**src/rtl/rst_sequencer.sv**
```systemverilog
// Staged reset-release sequencer: releases per-domain active-low resets in order after
// the global reset or a software re-sequence request, then flags when all are released.
module rst_sequencer #(
  parameter int unsigned NUM_STAGES = 3,
  parameter int unsigned DLY_W      = 16,
  parameter int unsigned STAGE_DLY  = 1000,
  parameter int unsigned SOFT_HOLD  = 16
) (
  input  logic                  i_clk,
  input  logic                  RST_n,
  input  logic                  i_soft_rst_req,
  output logic [NUM_STAGES-1:0] o_stage_rst_n,
  output logic                  o_all_ready,
  output logic                  o_busy
);

  localparam int unsigned       IDX_W      = (NUM_STAGES > 1) ? $clog2(NUM_STAGES) : 1;
  localparam logic [IDX_W-1:0]  LAST_IDX   = IDX_W'(NUM_STAGES - 1);
  localparam logic [DLY_W-1:0]  STAGE_LAST = DLY_W'(STAGE_DLY - 1);
  localparam logic [DLY_W-1:0]  SOFT_LAST  = DLY_W'(SOFT_HOLD - 1);

  typedef enum logic [1:0] {StHold, StRelease, StSoft, StDone} state_e;

  state_e                r_state, w_state_d;
  logic [DLY_W-1:0]      r_cnt, w_cnt_d;
  logic [IDX_W-1:0]      r_idx, w_idx_d;
  logic [NUM_STAGES-1:0] r_stage_rst_n, w_stage_rst_n_d;
  logic                  r_all_ready, w_all_ready_d;

  always_ff @(posedge i_clk or negedge RST_n) begin
    if (!RST_n) begin
      r_state       <= StHold;
      r_cnt         <= '0;
      r_idx         <= '0;
      r_stage_rst_n <= '0;
      r_all_ready   <= 1'b0;
    end else begin
      r_state       <= w_state_d;
      r_cnt         <= w_cnt_d;
      r_idx         <= w_idx_d;
      r_stage_rst_n <= w_stage_rst_n_d;
      r_all_ready   <= w_all_ready_d;
    end
  end

  always_comb begin
    w_state_d       = r_state;
    w_cnt_d         = r_cnt;
    w_idx_d         = r_idx;
    w_stage_rst_n_d = r_stage_rst_n;
    w_all_ready_d   = r_all_ready;

    // A soft request overrides whatever the current state would do on this edge.
    if (i_soft_rst_req) begin
      w_state_d       = StSoft;
      w_cnt_d         = '0;
      w_idx_d         = '0;
      w_stage_rst_n_d = '0;
      w_all_ready_d   = 1'b0;
    end else begin
      unique case (r_state)
        StHold: begin
          w_state_d = StRelease;
          w_cnt_d   = '0;
        end
        StRelease: begin
          if (r_cnt == STAGE_LAST) begin
            // OR-ing in one bit at a time keeps the vector thermometer-coded.
            w_stage_rst_n_d = r_stage_rst_n | (NUM_STAGES'(1) << r_idx);
            w_cnt_d         = '0;
            if (r_idx == LAST_IDX) begin
              w_state_d = StDone;
            end else begin
              w_idx_d = r_idx + IDX_W'(1);
            end
          end else begin
            w_cnt_d = r_cnt + DLY_W'(1);
          end
        end
        StSoft: begin
          if (r_cnt == SOFT_LAST) begin
            w_state_d = StRelease;
            w_cnt_d   = '0;
          end else begin
            w_cnt_d = r_cnt + DLY_W'(1);
          end
        end
        StDone: begin
          w_all_ready_d = 1'b1;
        end
        default: begin
          w_state_d = StHold;
        end
      endcase
    end
  end

  assign o_stage_rst_n = r_stage_rst_n;
  assign o_all_ready   = r_all_ready;
  assign o_busy        = (r_state != StDone);

endmodule

```
**config.mk**
```make
export PLATFORM = sky130hd
export DESIGN_NAME = rst_sequencer
export DESIGN_NICKNAME = d
export VERILOG_FILES = /design/src/rtl/rst_sequencer.sv
export SDC_FILE = /design/constraint.sdc
export NUM_CORES = 1
export LEC_CHECK = 0
export ABC_AREA = 1
export BUFFER_PORTS_ARGS = -buffer_cell sky130_fd_sc_hd__buf_4
export CORE_MARGIN = 4
export CORE_UTILIZATION = 51
export DETAILED_ROUTE_END_ITERATION = 12
export GPL_TIMING_DRIVEN = 0
export MAX_ROUTING_LAYER = met4
export PLACE_DENSITY = 0.71
export RECOVER_POWER = 100
export SETUP_SLACK_MARGIN = 0.02
export SLEW_MARGIN = 20
export SYNTH_ARGS = -nofsm -noshare
export SYNTH_HDL_FRONTEND = slang
export SYNTH_SLANG_ARGS = --single-unit
export TNS_END_PERCENT = 20
```
**constraint.sdc**
```tcl
create_clock -name i_clk -period 1.4 [get_ports i_clk]
set_input_delay 0.28 -clock i_clk [delete_from_list [all_inputs] [get_ports i_clk]]
set_output_delay 0.28 -clock i_clk [all_outputs]
set_load 0.1 [all_outputs]
```
[Yosys cells after proc, flatten, opt, wreduce, memory -nomap -nowiden]
Index checks and enable logic that the tools add are counted.
Cells by class
  add/sub/neg operators: 2
  $mul: 0
  divide/modulo/power cells: 0
  order comparisons: 0
  equality and inequality tests: 11
  shift-type cells: 1
  multiplexer cells: 18
  bitwise operators: 1
  reductions and logical operators: 8
Operator list (number)
  16-bit two-way mux: 3
  16-bit one-hot mux with 3 select lines: 1
  16-bit by 1-bit adder with 16-bit output, second input constant: 1
  16-bit by 10-bit == test with 1-bit output, second input constant: 1
  16-bit by 4-bit == test with 1-bit output, second input constant: 1
  2-bit two-way mux: 8
  3-bit two-way mux: 3
  3-bit inequality test, second input constant: 3
  2-bit == test, second input constant: 3
  2-bit one-hot mux with 3 select lines: 1
  2-bit nonzero test: 3
  2-bit inequality test, second input constant: 2
  4-bit AND reduction: 1
  4-bit nonzero test: 1
  3-bit OR: 1
  3-bit AND reduction: 1
  1-bit by 2-bit << shifter with 3-bit output, first input constant: 1
  2-bit by 1-bit adder with 2-bit output, second input constant: 1
  2-bit by 1-bit == test with 1-bit output, second input constant: 1
  2-bit logical NOT: 1
  1-bit two-way mux: 2
  2-bit AND reduction: 1
Storage, ports and cells
  flip-flop bits (word level): 24
  latch bits: 0
  bits in writable memories: 0
  ROM bits: 0
  logic and storage cells: 46
  memories: 0

[Depth between registers and ports, before layout]
  depth in word-level cells: 5
  mapped depth: 10
  gate-level depth less buffers: 10

[Worst setup path before layout]
OpenSTA, ideal clock, no wires.
  path type: register -> register
  start: reg r_state[0]
  end: reg r_cnt[5]
  data arrival time: 1417 ps
  data required time: 1325 ps
  setup slack: -92 ps
  stages on the path, launching flop included: 7
  path buffers: 1
  path through: dfrtp_1 > inv_1 > ha_1 > nor3_2 > buf_2 > nand2_1 > o21ai_2
On the way
  longest elaborated chain between the ends: 3
  elaborated cells on any way between the ends: 6
  those cells by class: eq/ne: 2; mux: 2; reduce/logical: 2
Ends and longest elaborated chain
  from (decl): RTL line 24  | state_e r_state, w_state_d;
  from (signal assigned): RTL line 32  | r_state <= StHold;
  from (signal assigned): RTL line 38  | r_state <= w_state_d;
  2-bit == test, or another cell as far along: RTL line 61  | unique case (r_state)
  16-bit one-hot mux with 3 select lines: RTL line 61
  16-bit two-way mux: RTL line 54  | if (i_soft_rst_req) begin
  to (signal assigned): RTL line 39  | r_cnt <= w_cnt_d;
  to (decl): RTL line 25  | logic [DLY_W-1:0] r_cnt, w_cnt_d;
Parallel ways exist; a longest one is shown, timed or not.
A chain may end at the register's enable or synchronous reset.

[Worst setup path after layout]
  start: reg r_cnt[1]
  end: reg r_cnt[5]
On the way
  longest elaborated chain between the ends: 4
  elaborated cells on any way between the ends: 7
  those cells by class: add/sub: 1; eq/ne: 2; mux: 4
Ends and longest elaborated chain (RTL line)
  16-bit by 1-bit adder with 16-bit output, or another cell as far along: 77, 85
  16-bit two-way mux (on tied branches): 81, 67
  16-bit one-hot mux with 3 select lines *: 61
  16-bit two-way mux *: 54
Every way passes the cells marked *; elsewhere a longest branch is shown, timed or not.

==> out/summary.md <==
The flow ran to the end, but the final reports show violations. The checks that failed: setup timing. Clock-pin slew was measured on the worst setup and hold paths at 0.14 ns.

Entering global routing, the biggest net connects 25 pins. The worst setup path is captured at a flip-flop. The floorplan has 19 rows.

The depth of the CTS H-tree is 1. The tools report the smallest setup slack after layout as -0.131 ns. Setup repair after global routing could not meet its margin everywhere. Traced cell by cell, the critical path runs through ha_4 > nand2_4 > inv_2 > nand2_1 > nor2_1 > nand2_1 > nand2_2 > nand2_8 > nand2_8 > o21ai_2. For this run, design rule violations remaining after detail routing come to 0. Timing would allow up to 653 MHz. The number of antenna violations at the first check in global routing is 0. The sequential fraction of the synthesis area was 38.6%; the number of hold violations in the final report was 0. The tools report the tightest hold margin as 0.366 ns. Excluding fillers, the count of instances in the completed layout stands at 270. In this run the horizontal extent of the chip is 63.2 microns. The highest fanout seen on the critical path works out to 8.

TritonCTS built the clock tree. Detailed routing inserted a total of 1,480 vias. The die covers 0.00400 sq mm.

For the sum of negative setup slack, the log shows -2.26 ns. The number of different library cells used by synthesis comes to 21. Summed over all layers, the global routing overflow is 0. At the later pin of the worst-skew pair, clock insertion delay measures 0.32 ns.

The detailed placer's ending HPWL is 2310 microns. Wire segments on met2 add up to 2000 microns in the final route. The via count normalized by instance count was 5.48. Setup violations remaining at the end of the flow were counted as 22. The post-route clock period utilization is 109%. The area added between synthesis and finish was 29.1%. In this run the static leakage power is 0.980 nW. The worst setup path is launched from a flip-flop.

The run gives 0.00283 sq mm as the area of the core. For this block, wires on met1 add up to 1730 microns. For this design, the sink count on the clock tree is 24. Worst-case clock buffer depth: 2. The first TritonRoute pass finished after 5 iterations.

In the layout the commonest cells are sky130_fd_sc_hd__nand2_1 (64), sky130_fd_sc_hd__nor2_1 (24), sky130_fd_sc_hd__inv_1 (19), sky130_fd_sc_hd__dfrtp_1 (19), sky130_fd_sc_hd__nand3_1 (17). Leaving out fill and tap cells, the most frequent cell in the layout is sky130_fd_sc_hd__nand2_1. The highest metal layer with signal wires is met4. In this run, placement finished with an instance count of 246.

In this run the worst hold path is classified as in2reg. Post-synthesis instance area: 0.00156 sq mm. 0 antenna diodes ended up in the layout. The worst-case headroom to the max-slew limit is 59.5%, and the final antenna-violating net count is 0.

Cell with the largest stage delay on the worst path: sky130_fd_sc_hd__dfrtp_1. The routed wirelength normalized by instance count was 14.6 microns; the clock period minus final worst setup slack was 1.53 ns. Clock skew on the completed layout was measured at 0.00940 ns.

The run gives 0.828 as the last weighted congestion value of the routability-driven placer. Among cell families on the critical path, the largest total delay comes from simple AND/OR/NAND/NOR gates. Detailed routing placed a total of 134 microns of wire on met3. The tool flagged a number of max-cap violations equal to 0. The final net count was 251. Worst IR drop on VDD: 0.946 mV.

The synthesized design contains 24 register bits. The run gives 0 as the number of slew-limit violations in the final report. The buffering stage count on the worst path with inverters included was 1. The root buffer cell was sky130_fd_sc_hd__clkbuf_4.

The share of final-layout standard cells stronger than drive strength 1 is 28.5%, and the actual transition at the worst max-transition pin is 0.608 ns. In the synthesized netlist, the number of instances is 209. The first routing iteration left 93 violations. The category of the critical setup timing path is reg2reg.

The I/O pin count came out at 8. The logs give 1,405 for the number of global-route vias before repair and 3940 microns for the aggregate routed wire length. The number of clock buffers inserted by TritonCTS is 3. For this configuration, the core starts out at a cell density of 55.0%.

The largest single stage delay on the critical path is 0.43 ns. The critical path required time was 1.63 ns; the data arrival time of the critical path was 1.76 ns. Dividing total power by cell area gives a power density of 1200 mW/mm^2.

Measured along the y axis, the die boundary spans 63.2 microns. Port buffer count: 6. Global routing used 20.5% of the available tracks. For this run, the number of Yosys warnings is 0. The first global-routing pass estimated 6380 microns of wire. Net count of the mapped netlist: 220. Each instance of the synthesized netlist takes up on average 7.45 sq um.
==> report_power, final <==
group          switching, mW  internal, mW
registers             0.0622         0.760
logic                  0.753         0.468
clock network          0.214         0.159
==> repair_timing <==
item,4_1_cts,5_1_grt
hold buffers,1,0
pin swaps,13,6
endpoints found under the setup margin,22,24
gates resized for setup,17,11
hold endpoints to repair,24,0
setup buffers,11,7
cloned,1,0
==> kinds of logic after synthesis <==
group	share of synthesized area, %
DFF	38.6
AOI/OAI and AO/OA	9.08
and+or+nand+nor	37.2
xor gates and xnor gates	2.81
buffers and inverters	5.87
adders and majority gates	6.43
==> stage by stage <==
stage               power [mW]  setup slack [ns]  instance area, sq um  util (%)
detailed placement        1.67            -0.174                  1680      59.4
global route              2.57            -0.232                  2010      71.0
finish                    2.42            -0.131                  2010      71.0
CTS                       2.36           -0.0848                  1910      67.5
global placement          1.64            -0.139                  1680      59.4
floorplan                 1.48            0.0338                  1600         -
==> Yosys cell counts, drive strengths merged <==
library cell	instances	share of area (%)
o21ai	15	7.2
clkbuf	1	0.24
nor2	27	6.5
buf	1	0.32
o22a	1	0.56
dfrtp	24	39
nor3	3	2.7
a21oi	4	1.3
inv	22	5.3
xnor2	2	1.1
nand3	19	6.1
nand3b	3	1.4
nand2	72	19
ha	8	6.4
xor2	3	1.7
nand4	4	1.6
==> registers in the layout, indices dropped and copies added, names as in the netlist <==
name / count
o_all_ready: 1
o_stage_rst_n: 3
r_cnt: 16
r_idx: 2
r_state: 2
==> per-layer routing <==
metal  up-vias  track usage [%]
met5         -                -
met4         0             8.89
met3         9             3.37
met2        34             34.7
met1       707             24.2
li1        730                -
==> layout make-up <==
cell class / instances / area, sq um
Timing Repair Buffer: 25 / 225
Tap cell: 31 / 38.8
Fill cell: 210 / 820
Sequential cell: 24 / 607
Multi-Input combinational cell: 162 / 1000
Buffer: 2 / 15.0
Clock buffer: 4 / 36.3
Inverter: 22 / 86.3
==> final timing paths <==
| check | end | startpoint | cells past startpoint | slack [ns] |
|---|---|---|---|---|
| max | r_cnt[5] | r_cnt[1] | 10 | -0.13 |
| min | o_all_ready | i_soft_rst_req | 2 | 0.37 |
| max reg2reg | r_cnt[5] | r_cnt[1] | 10 | -0.13 |
| min reg2reg | o_all_ready | o_all_ready | 2 | 0.51 |
| max in group asynchronous | r_cnt[12] | RST_n | 2 | 0.49 |
| min in group asynchronous | r_cnt[11] | RST_n | 2 | 0.48 |
No activity file was read; power rests on OpenSTA's default activity.
